## src/rtl/adder_tree_pkg.sv

```systemverilog
// Shared constants and elaboration helpers for the pipelined adder tree.
// ext() widens a narrow value to a fixed maximum width; callers truncate.
package adder_tree_pkg;

    localparam int BEAT_W    = 16;
    localparam int EXT_MAX_W = 128;

    function automatic int clog2(input int n);
        int r;
        r = 0;
        while ((1 << r) < n) r++;
        return r;
    endfunction

    function automatic int tree_w(input int in_w, input int n_in);
        return in_w + clog2(n_in);
    endfunction

    function automatic int out_w(input int in_w, input int n_in, input int acc_x);
        return tree_w(in_w, n_in) + acc_x;
    endfunction

    // Bits at or above w copy bit w-1 when signed, else read as zero.
    function automatic logic [EXT_MAX_W-1:0] ext(input logic [EXT_MAX_W-1:0] v,
                                                 input int w,
                                                 input logic is_signed);
        logic [EXT_MAX_W-1:0] r;
        for (int b = 0; b < EXT_MAX_W; b++) begin
            r[b] = (b < w) ? v[b] : (is_signed & v[w-1]);
        end
        return r;
    endfunction

endpackage

```

## src/rtl/adder_tree_level.sv

```systemverilog
// One registered reduction level: N operands of W bits become N/2 sums of W+1 bits.
// Operands are extended by one bit first, so a level can never overflow.
module adder_tree_level
    import adder_tree_pkg::*;
#(
    parameter int N      = 2,
    parameter int W      = 8,
    parameter int SIGNED = 0
) (
    input  logic                   clk_i,
    input  logic                   rst_ni,
    input  logic [N*W-1:0]         data_i,
    output logic [(N/2)*(W+1)-1:0] data_o
);

    localparam int M = N / 2;

    logic [M*(W+1)-1:0] sum_d;
    logic [M*(W+1)-1:0] sum_q;

    always_comb begin
        sum_d = '0;
        for (int i = 0; i < M; i++) begin
            sum_d[i*(W+1) +: W+1] =
                (W+1)'(ext(EXT_MAX_W'(data_i[(2*i)*W +: W]), W, SIGNED != 0)) +
                (W+1)'(ext(EXT_MAX_W'(data_i[(2*i+1)*W +: W]), W, SIGNED != 0));
        end
    end

    // Data loads every cycle; qualification travels separately in the top level.
    always_ff @(posedge clk_i or negedge rst_ni) begin
        if (!rst_ni) begin
            sum_q <= '0;
        end else begin
            sum_q <= sum_d;
        end
    end

    assign data_o = sum_q;

endmodule

```

## src/rtl/adder_tree_pipe.sv

```systemverilog
// Pipelined N_IN-operand adder tree followed by a multi-beat group accumulator.
// One result per group, L+1 cycles after the group's last beat enters.
module adder_tree_pipe
    import adder_tree_pkg::*;
#(
    parameter int N_IN   = 32,
    parameter int IN_W   = 32,
    parameter int ACC_X  = 8,
    parameter int SIGNED = 0
) (
    input  logic                                clk,
    input  logic                                reset,
    input  logic                                clear,
    input  logic                                in_valid,
    input  logic                                in_last,
    input  logic [N_IN*IN_W-1:0]                in_data,
    output logic                                out_valid,
    output logic [out_w(IN_W, N_IN, ACC_X)-1:0] out_sum,
    output logic                                out_ovf,
    output logic [BEAT_W-1:0]                   out_beats
);

    localparam int                L        = clog2(N_IN);
    localparam int                TREE_W   = tree_w(IN_W, N_IN);
    localparam int                OUT_W    = out_w(IN_W, N_IN, ACC_X);
    localparam logic [BEAT_W-1:0] BEAT_MAX = '1;

    genvar k;
    generate
        for (k = 0; k <= L; k++) begin : g_lvl
            logic [(N_IN >> k)*(IN_W + k)-1:0] data;
            if (k == 0) begin : g_in
                assign data = in_data;
            end else begin : g_red
                adder_tree_level #(
                    .N      (N_IN >> (k - 1)),
                    .W      (IN_W + k - 1),
                    .SIGNED (SIGNED)
                ) u_level (
                    .clk_i  (clk),
                    .rst_ni (reset),
                    .data_i (g_lvl[k-1].data),
                    .data_o (data)
                );
            end
        end
    endgenerate

    logic [TREE_W-1:0] tree_sum;
    assign tree_sum = g_lvl[L].data;

    // Beat qualification: in_valid is accepted every cycle (no ready); vld/lst
    // shift alongside the data levels and clear empties the whole chain.
    logic [L-1:0] vld_d, vld_q, lst_d, lst_q;

    always_comb begin
        vld_d    = '0;
        lst_d    = '0;
        vld_d[0] = in_valid & ~clear;
        lst_d[0] = in_last;
        for (int i = 1; i < L; i++) begin
            vld_d[i] = vld_q[i-1] & ~clear;
            lst_d[i] = lst_q[i-1];
        end
    end

    logic [OUT_W-1:0]  acc_d, acc_q, sum_ext, acc_base, acc_new;
    logic              ovf_d, ovf_q, ovf_new, ovf_now, carry;
    logic [BEAT_W-1:0] beats_d, beats_q, beats_new;
    logic              first_d, first_q;
    logic              out_valid_d, out_valid_q;
    logic [OUT_W-1:0]  out_sum_d, out_sum_q;
    logic              out_ovf_d, out_ovf_q;
    logic [BEAT_W-1:0] out_beats_d, out_beats_q;

    always_comb begin
        sum_ext          = OUT_W'(ext(EXT_MAX_W'(tree_sum), TREE_W, SIGNED != 0));
        acc_base         = first_q ? '0 : acc_q;
        {carry, acc_new} = {1'b0, acc_base} + {1'b0, sum_ext};
        if (SIGNED != 0) begin
            ovf_now = (acc_base[OUT_W-1] == sum_ext[OUT_W-1]) &&
                      (acc_new[OUT_W-1] != acc_base[OUT_W-1]);
        end else begin
            ovf_now = carry;
        end
        ovf_new   = (first_q ? 1'b0 : ovf_q) | ovf_now;
        beats_new = first_q ? BEAT_W'(1) :
                    ((beats_q == BEAT_MAX) ? beats_q : beats_q + 1'b1);

        acc_d       = acc_q;
        ovf_d       = ovf_q;
        beats_d     = beats_q;
        first_d     = first_q;
        out_valid_d = 1'b0;
        out_sum_d   = out_sum_q;
        out_ovf_d   = out_ovf_q;
        out_beats_d = out_beats_q;

        if (clear) begin
            first_d = 1'b1;
        end else if (vld_q[L-1]) begin
            acc_d   = acc_new;
            ovf_d   = ovf_new;
            beats_d = beats_new;
            first_d = lst_q[L-1];
            if (lst_q[L-1]) begin
                out_valid_d = 1'b1;
                out_sum_d   = acc_new;
                out_ovf_d   = ovf_new;
                out_beats_d = beats_new;
            end
        end
    end

    always_ff @(posedge clk or negedge reset) begin
        if (!reset) begin
            vld_q       <= '0;
            lst_q       <= '0;
            acc_q       <= '0;
            ovf_q       <= 1'b0;
            beats_q     <= '0;
            first_q     <= 1'b1;
            out_valid_q <= 1'b0;
            out_sum_q   <= '0;
            out_ovf_q   <= 1'b0;
            out_beats_q <= '0;
        end else begin
            vld_q       <= vld_d;
            lst_q       <= lst_d;
            acc_q       <= acc_d;
            ovf_q       <= ovf_d;
            beats_q     <= beats_d;
            first_q     <= first_d;
            out_valid_q <= out_valid_d;
            out_sum_q   <= out_sum_d;
            out_ovf_q   <= out_ovf_d;
            out_beats_q <= out_beats_d;
        end
    end

    assign out_valid = out_valid_q;
    assign out_sum   = out_sum_q;
    assign out_ovf   = out_ovf_q;
    assign out_beats = out_beats_q;

endmodule

```

## config.mk

```make
export PLATFORM = sky130hd
export DESIGN_NAME = adder_tree_pipe
export DESIGN_NICKNAME = d
export VERILOG_FILES = /design/src/rtl/adder_tree_pkg.sv /design/src/rtl/adder_tree_level.sv /design/src/rtl/adder_tree_pipe.sv
export SDC_FILE = /design/constraint.sdc
export NUM_CORES = 2
export LEC_CHECK = 0
export CAP_MARGIN = 20
export CORE_UTILIZATION = 30
export DETAILED_ROUTE_END_ITERATION = 16
export GPL_ROUTABILITY_DRIVEN = 0
export HOLD_SLACK_MARGIN = 0.02
export SYNTH_ARGS = -nofsm -noshare
export SYNTH_HDL_FRONTEND = slang
export SYNTH_SLANG_ARGS = --single-unit --ignore-timing --ignore-initial --compat-mode --unroll-limit 50000
```

## constraint.sdc

```tcl
create_clock -name clk -period 4.5 [get_ports clk]
set_clock_uncertainty 0.2 [all_clocks]
set_input_delay 0.675 -clock clk [delete_from_list [all_inputs] [get_ports clk]]
set_output_delay 0.675 -clock clk [all_outputs]
set_load 0.02 [all_outputs]
```

# Word-level counts from Yosys, hierarchy flattened
# Cells that the tools add are included.
[totals]
word_cells = 68
reg_bits = 1185
out_inout_bits = 63
inputBits = 1029
[op_classes]
mux = 9
reduce_logical = 3
n_addsub = 33
eq_ne = 1
n_bitwise = 7
[op_table]
columns = ["op", "count"]
rows = [
  ["$add 32x32->33", 16],
  ["$add 33x33->34", 8],
  ["$add 34x34->35", 4],
  ["$add 35x35->36", 2],
  ["$add 45x37->46", 1],
  ["$mux 45", 1],
  ["$add 36x36->37", 1],
  ["$mux 16", 2],
  ["$add 16x1->16 const B", 1],
  ["$eq 16x16->1 const B", 1],
  ["$mux 1", 6],
  ["$and 1x1->1", 5],
  ["$reduce_and 3->1", 1],
  ["$reduce_and 2->1", 1],
  ["$reduce_bool 2->1", 1],
  ["$not 1->1", 1],
  ["$or 1x1->1", 1],
]

# Logic depth before layout (Yosys ltp)
[logic_depth]
depth_word = 3
depth_mapped = 17
depth_no_buf = 14

# Cells and area by module
# Synthesis repeated with hierarchy kept, for this count alone.
[hier_totals]
cells_unflattened = 8922
hier_area_um2 = 83983.0
[by_module_without_submodules]
columns = ["module", "seq_area_each_um2", "area_per_inst_um2", "cells_each", "n_inst"]
rows = [
  ["adder_tree_level (g_lvl[1].g_red.u_level)", 13212.7, 37589.8, 3916, 1],
  ["adder_tree_level (g_lvl[2].g_red.u_level)", 6806.5, 19831.5, 2114, 1],
  ["adder_tree_level (g_lvl[3].g_red.u_level)", 3503.4, 10442.5, 1103, 1],
  ["adder_tree_pipe", 3404.5, 7764.9, 888, 1],
  ["adder_tree_level (g_lvl[4].g_red.u_level)", 1801.7, 5590.4, 614, 1],
  ["adder_tree_level (g_lvl[5].g_red.u_level)", 925.9, 2763.9, 287, 1],
]

# Least setup slack after synthesis
# OpenSTA, ideal clock, no wires.
[synth_timing]
kind = "register to register"
from = "register first_q"
to = "register out_sum_q[28] (netlist: out_sum[28])"
t_arrival_ns = 4.294
stages_incl_launch_ff = 18
setup_time_ns = 0.129
required_time_ns = 4.171
setup_slack_ns = -0.123
synth_period_minus_slack_ns = 4.623
path_buffers = 3
cell_sequence = "dfstp_2 > clkbuf_1 > clkbuf_1 > clkbuf_1 > nor2b_1 > ha_1 > fa_1 > a21o_1 > a221oi_2 > o221a_4 > o31ai_2 > and3_1 > or2_4 > a221o_1 > a21o_1 > a221oi_2 > xnor2_1 > o21ai_1"
[synth_via]
elab_chain_cells = 2
[synth_rtl]
columns = ["element", "line_no", "rtl"]
rows = [
  ["start, declared", "adder_tree_pipe.sv:70", "logic first_d, first_q;"],
  ["start signal, assigned", "adder_tree_pipe.sv:133", "first_q <= first_d;"],
  ["$mux 45", "adder_tree_pipe.sv:78", "acc_base = first_q ? '0 : acc_q;"],
  ["$add 45x37->46", "adder_tree_pipe.sv:79", "{carry, acc_new} = {1'b0, acc_base} + {1'b0, sum_ext};"],
  ["end signal, assigned", "adder_tree_pipe.sv:135", "out_sum_q <= out_sum_d;"],
  ["end, declared", "adder_tree_pipe.sv:72", "logic [OUT_W-1:0] out_sum_d, out_sum_q;"],
]
# No other way between the ends.
# A chain may end at the register's enable or synchronous reset.

# Final worst setup path
[layout_timing]
from = "register first_q"
to = "register acc_q[28]"
[layout_via]
elab_chain_cells = 2
[layout_rtl]
columns = ["element", "line_no", "rtl"]
rows = [
  ["$mux 45", "adder_tree_pipe.sv:78", ""],
  ["$add 45x37->46", "adder_tree_pipe.sv:79", ""],
  ["end signal, assigned", "adder_tree_pipe.sv:119", "acc_q <= '0;"],
  ["end signal, assigned", "adder_tree_pipe.sv:130", "acc_q <= acc_d;"],
  ["end, declared", "adder_tree_pipe.sv:67", "logic [OUT_W-1:0] acc_d, acc_q, sum_ext, acc_base, acc_new;"],
]
# No other way between the ends.

==> summary.md <==
| Metric | Value |
|---|---|
| # DRC | 0 |
| Cell Area, Synth | 80300 µm² |
| Maximum level of the CTS H-tree | 4 |
| Fmax | 233 MHz |
| Clock Path Buffers | 3 |
| Gate Count Post-Synth | 8262 |
| Slowest CP cell | dfstp_2 |
| Final min period | 4.29 ns |
| Yosys cell types | 83 |
| Final ANT Viol Nets | 0 |
| TNS Setup | 0 ns |
| Final setup vio count | 0 |
| Core Footprint | 266000 µm² |
| Via-per-instance ratio | 5.11 |
| Avg Synthesized Cell Area | 9.72 µm² |
| Critical path class | register to register |
| Post-Layout Inst Area | 101000 µm² |
| Net count after synthesis | 10400 |
| Synthesized flop and latch total | 1185 |
| Worst Max-Slew Pin Slew | 0.991 ns |
| Rows | 189 |
| Power per cell area | 619 nW/µm² |
| Pin count of the biggest net entering global routing | 108 |
| Layout Utilization | 38.1% |
| RSZ-0062 raised after global routing | false |
| Slew Limit Headroom | 33.9% |
| I/O Buffers | 1091 |
| Status | completed |
| Setup crit end kind | register |
| Top-area cell type share of the netlist area | 36.9% |
| Vias | 67400 |
| Final global-route overflow total | 0 |
| Main synth FF type | dfrtp_1 |
| Fraction of layout cells with a size suffix above 1 | 4.23% |
| Leading cell type in the layout, fill and taps excluded | dfrtp_1 |
| Pins Over Slew Limit | 0 |
| Final #Nets | 11600 |
| IO Pins | 1092 |
| Crit start category | register |
| DRT iter0 DRCs | 4490 |
| Lkg Pwr | 46.1 nW |
| Final Hold Violating Endpoints | 0 |
| Die span in x | 519 µm |
| Dpl hpwl | 219000 µm |
| Placed Area | 96200 µm² |
| CP arrival | 4.71 ns |
| Slowest stage delay, CP | 0.57 ns |
| Worst-Skew Late Latency | 0.79 ns |
| Area grow syn2layout | 26.1% |
| CP required | 4.92 ns |
| Most frequent cells in the layout | dfrtp_1 (1184), clkdlybuf4s50_1 (1090), ha_1 (1056) |
| Die height | 519 µm |
| Vias in the first global route | 68600 |
| Power, Total | 62.7 mW |
| Post-synth EDFFs | 0 |
| Tcrit/Tclk final | 95.3% |
| Num CTS Buffers | 144 |
| Asr flop ratio synth | 100% |
| Pre-antenna DRT Iters | 6 |
| Area leader, netlist | dfrtp_1 |
| Worst-path cell chain | buf_4, buf_4, nor2b_1, ha_1, a21o_1, a21o_1, a221oi_2, o31ai_2, and3_1, or2_4, a221o_1, a21o_1, a221oi_2, xnor2_1, o21ai_1 |
| Cells after DPL | 12900 |
| Sequential fraction of the synthesis area | 36.9% |
| YS warnings | 0 |
| Initial antenna violation count | 50 |
| Wire per inst | 19.9 µm |
| Ranking of synthesized cells by area | dfrtp_1 (37%), ha_1 (16%), xnor2_1 (7.0%), a21oi_1 (5.5%), a21o_1 (5.3%) |
| Total routed wirelength | 263000 µm |
| TritonCTS clock tree | done |
| Die area | 270000 µm² |
| CTS root buf | clkbuf_16 |
| Total global-route track usage | 19.1% |
| Critical Path Most Common Cell | a21o_1 |
| Starting Density | 30.2% |
| Worst-path clk slew | 0.06 ns |
| Count of maximum capacitance violations | 0 |
| CTS sink cnt | 1185 |
| Max IR drop VDD | 388 µV |
| First-pass GRT wire length | 397000 µm |
| Hold crit path type | register to register |
| Max FO, Critical Path | 16 |
| Final Non-Filler Cells | 13200 |
==> sequential cells by signal (all words and copies together), names as in the netlist, 5 cells and up <==
register	count
lst_q	5
beats_q	16
out_beats	16
acc_q	45
out_sum	45
vld_q	5
g_lvl.g_red.u_level.data_o	1049
==> metal layers <==
metal	track usage, %	part of all wire (%)
met1	25.0	45
met2	31.4	46
met3	2.67	4.8
met4	7.81	4.3
met5	0	0.030
==> metrics by stage <==
stage	setup WS, ns	hold WS (ns)
floorplan	0.0349	0.131
global placement	-0.237	0.138
detailed placement	-0.263	0.136
CTS	0.223	0.139
global route	0.0126	0.157
finish	0.210	0.147
==> final timing paths <==
kind | slack [ns] | depth (start not counted) | endpoint | start
max reg2reg | 0.21 | 15 | acc_q[28] | first_q
max | 0.21 | 15 | acc_q[28] | first_q
min reg2reg | 0.15 | 0 | lst_q[1] | lst_q[0]
max in group asynchronous | 2.53 | 3 | g_lvl[2].g_red.u_level.data_o[44] | reset
min | 0.15 | 0 | lst_q[1] | lst_q[0]
min in group asynchronous | 0.26 | 2 | g_lvl[1].g_red.u_level.data_o[239] | reset
==> cell type report <==
type / count / area (µm²)
clock buffers: 201 / 4100
inverters: 225 / 845
diodes: 32 / 80.1
clock inverters: 62 / 807
well taps: 3533 / 4420
multi-input cells: 6766 / 49500
fillers: 26000 / 164000
flip-flops and latches: 1185 / 29700
repair buffers: 1191 / 11800
==> cell usage after synthesis, drive strengths merged, types with 46 or more instances <==
master / count
a21o: 571
o211ai: 46
nor2: 447
o21ai: 533
nand2: 529
nor2b: 190
a31oi: 79
dfrtp: 1184
a211oi: 69
xnor2: 641
o21a: 141
nand3: 159
a21oi: 881
clkbuf: 81
xor2: 304
nand2b: 168
o31ai: 56
nor3: 107
ha: 1056
o21bai: 153
inv: 224
nand4: 75
and3: 93
==> logic make-up (layout without fill, tap and decap cells) <==
family                     Yosys count  count (layout)  synth area share [%]
adders and majority gates         1088            1088                  17.3
xor gates and xnor gates           945             945                  10.3
and+or+nand+nor                   1906            1906                  11.5
muxes                                9               9                 0.114
other                                0              32                     0
DFF                               1185            1185                  36.9
AOI/OAI and AO/OA                 2818            2818                  22.4
buffers and inverters              311            1679                  1.46
==> repair_timing <==
action                                  in CTS  in global routing
gates resized for setup                      0                  3
hold buffers                                 1                  0
hold endpoints to repair                    85                  0
endpoints found under the setup margin       0                  6
setup buffers                                0                  0
==> critical path, delay by kind of cell, from the launching register on <==
family | cells | cell delay (ns)
buf+inv | 2 | 0.49
simple gates | 3 | 0.57
xor+xnor | 1 | 0.22
fa+ha+maj | 1 | 0.37
flops | 1 | 0.57
compound gates | 8 | 1.72
==> power by group <==
part	switching [mW]	internal, mW	total [mW]
combinational	19.6	14.2	33.9
clock	4.85	7.04	11.9
sequential	2.27	14.7	16.9
total	26.7	35.9	62.7
No activity file was read; power rests on OpenSTA's default activity.
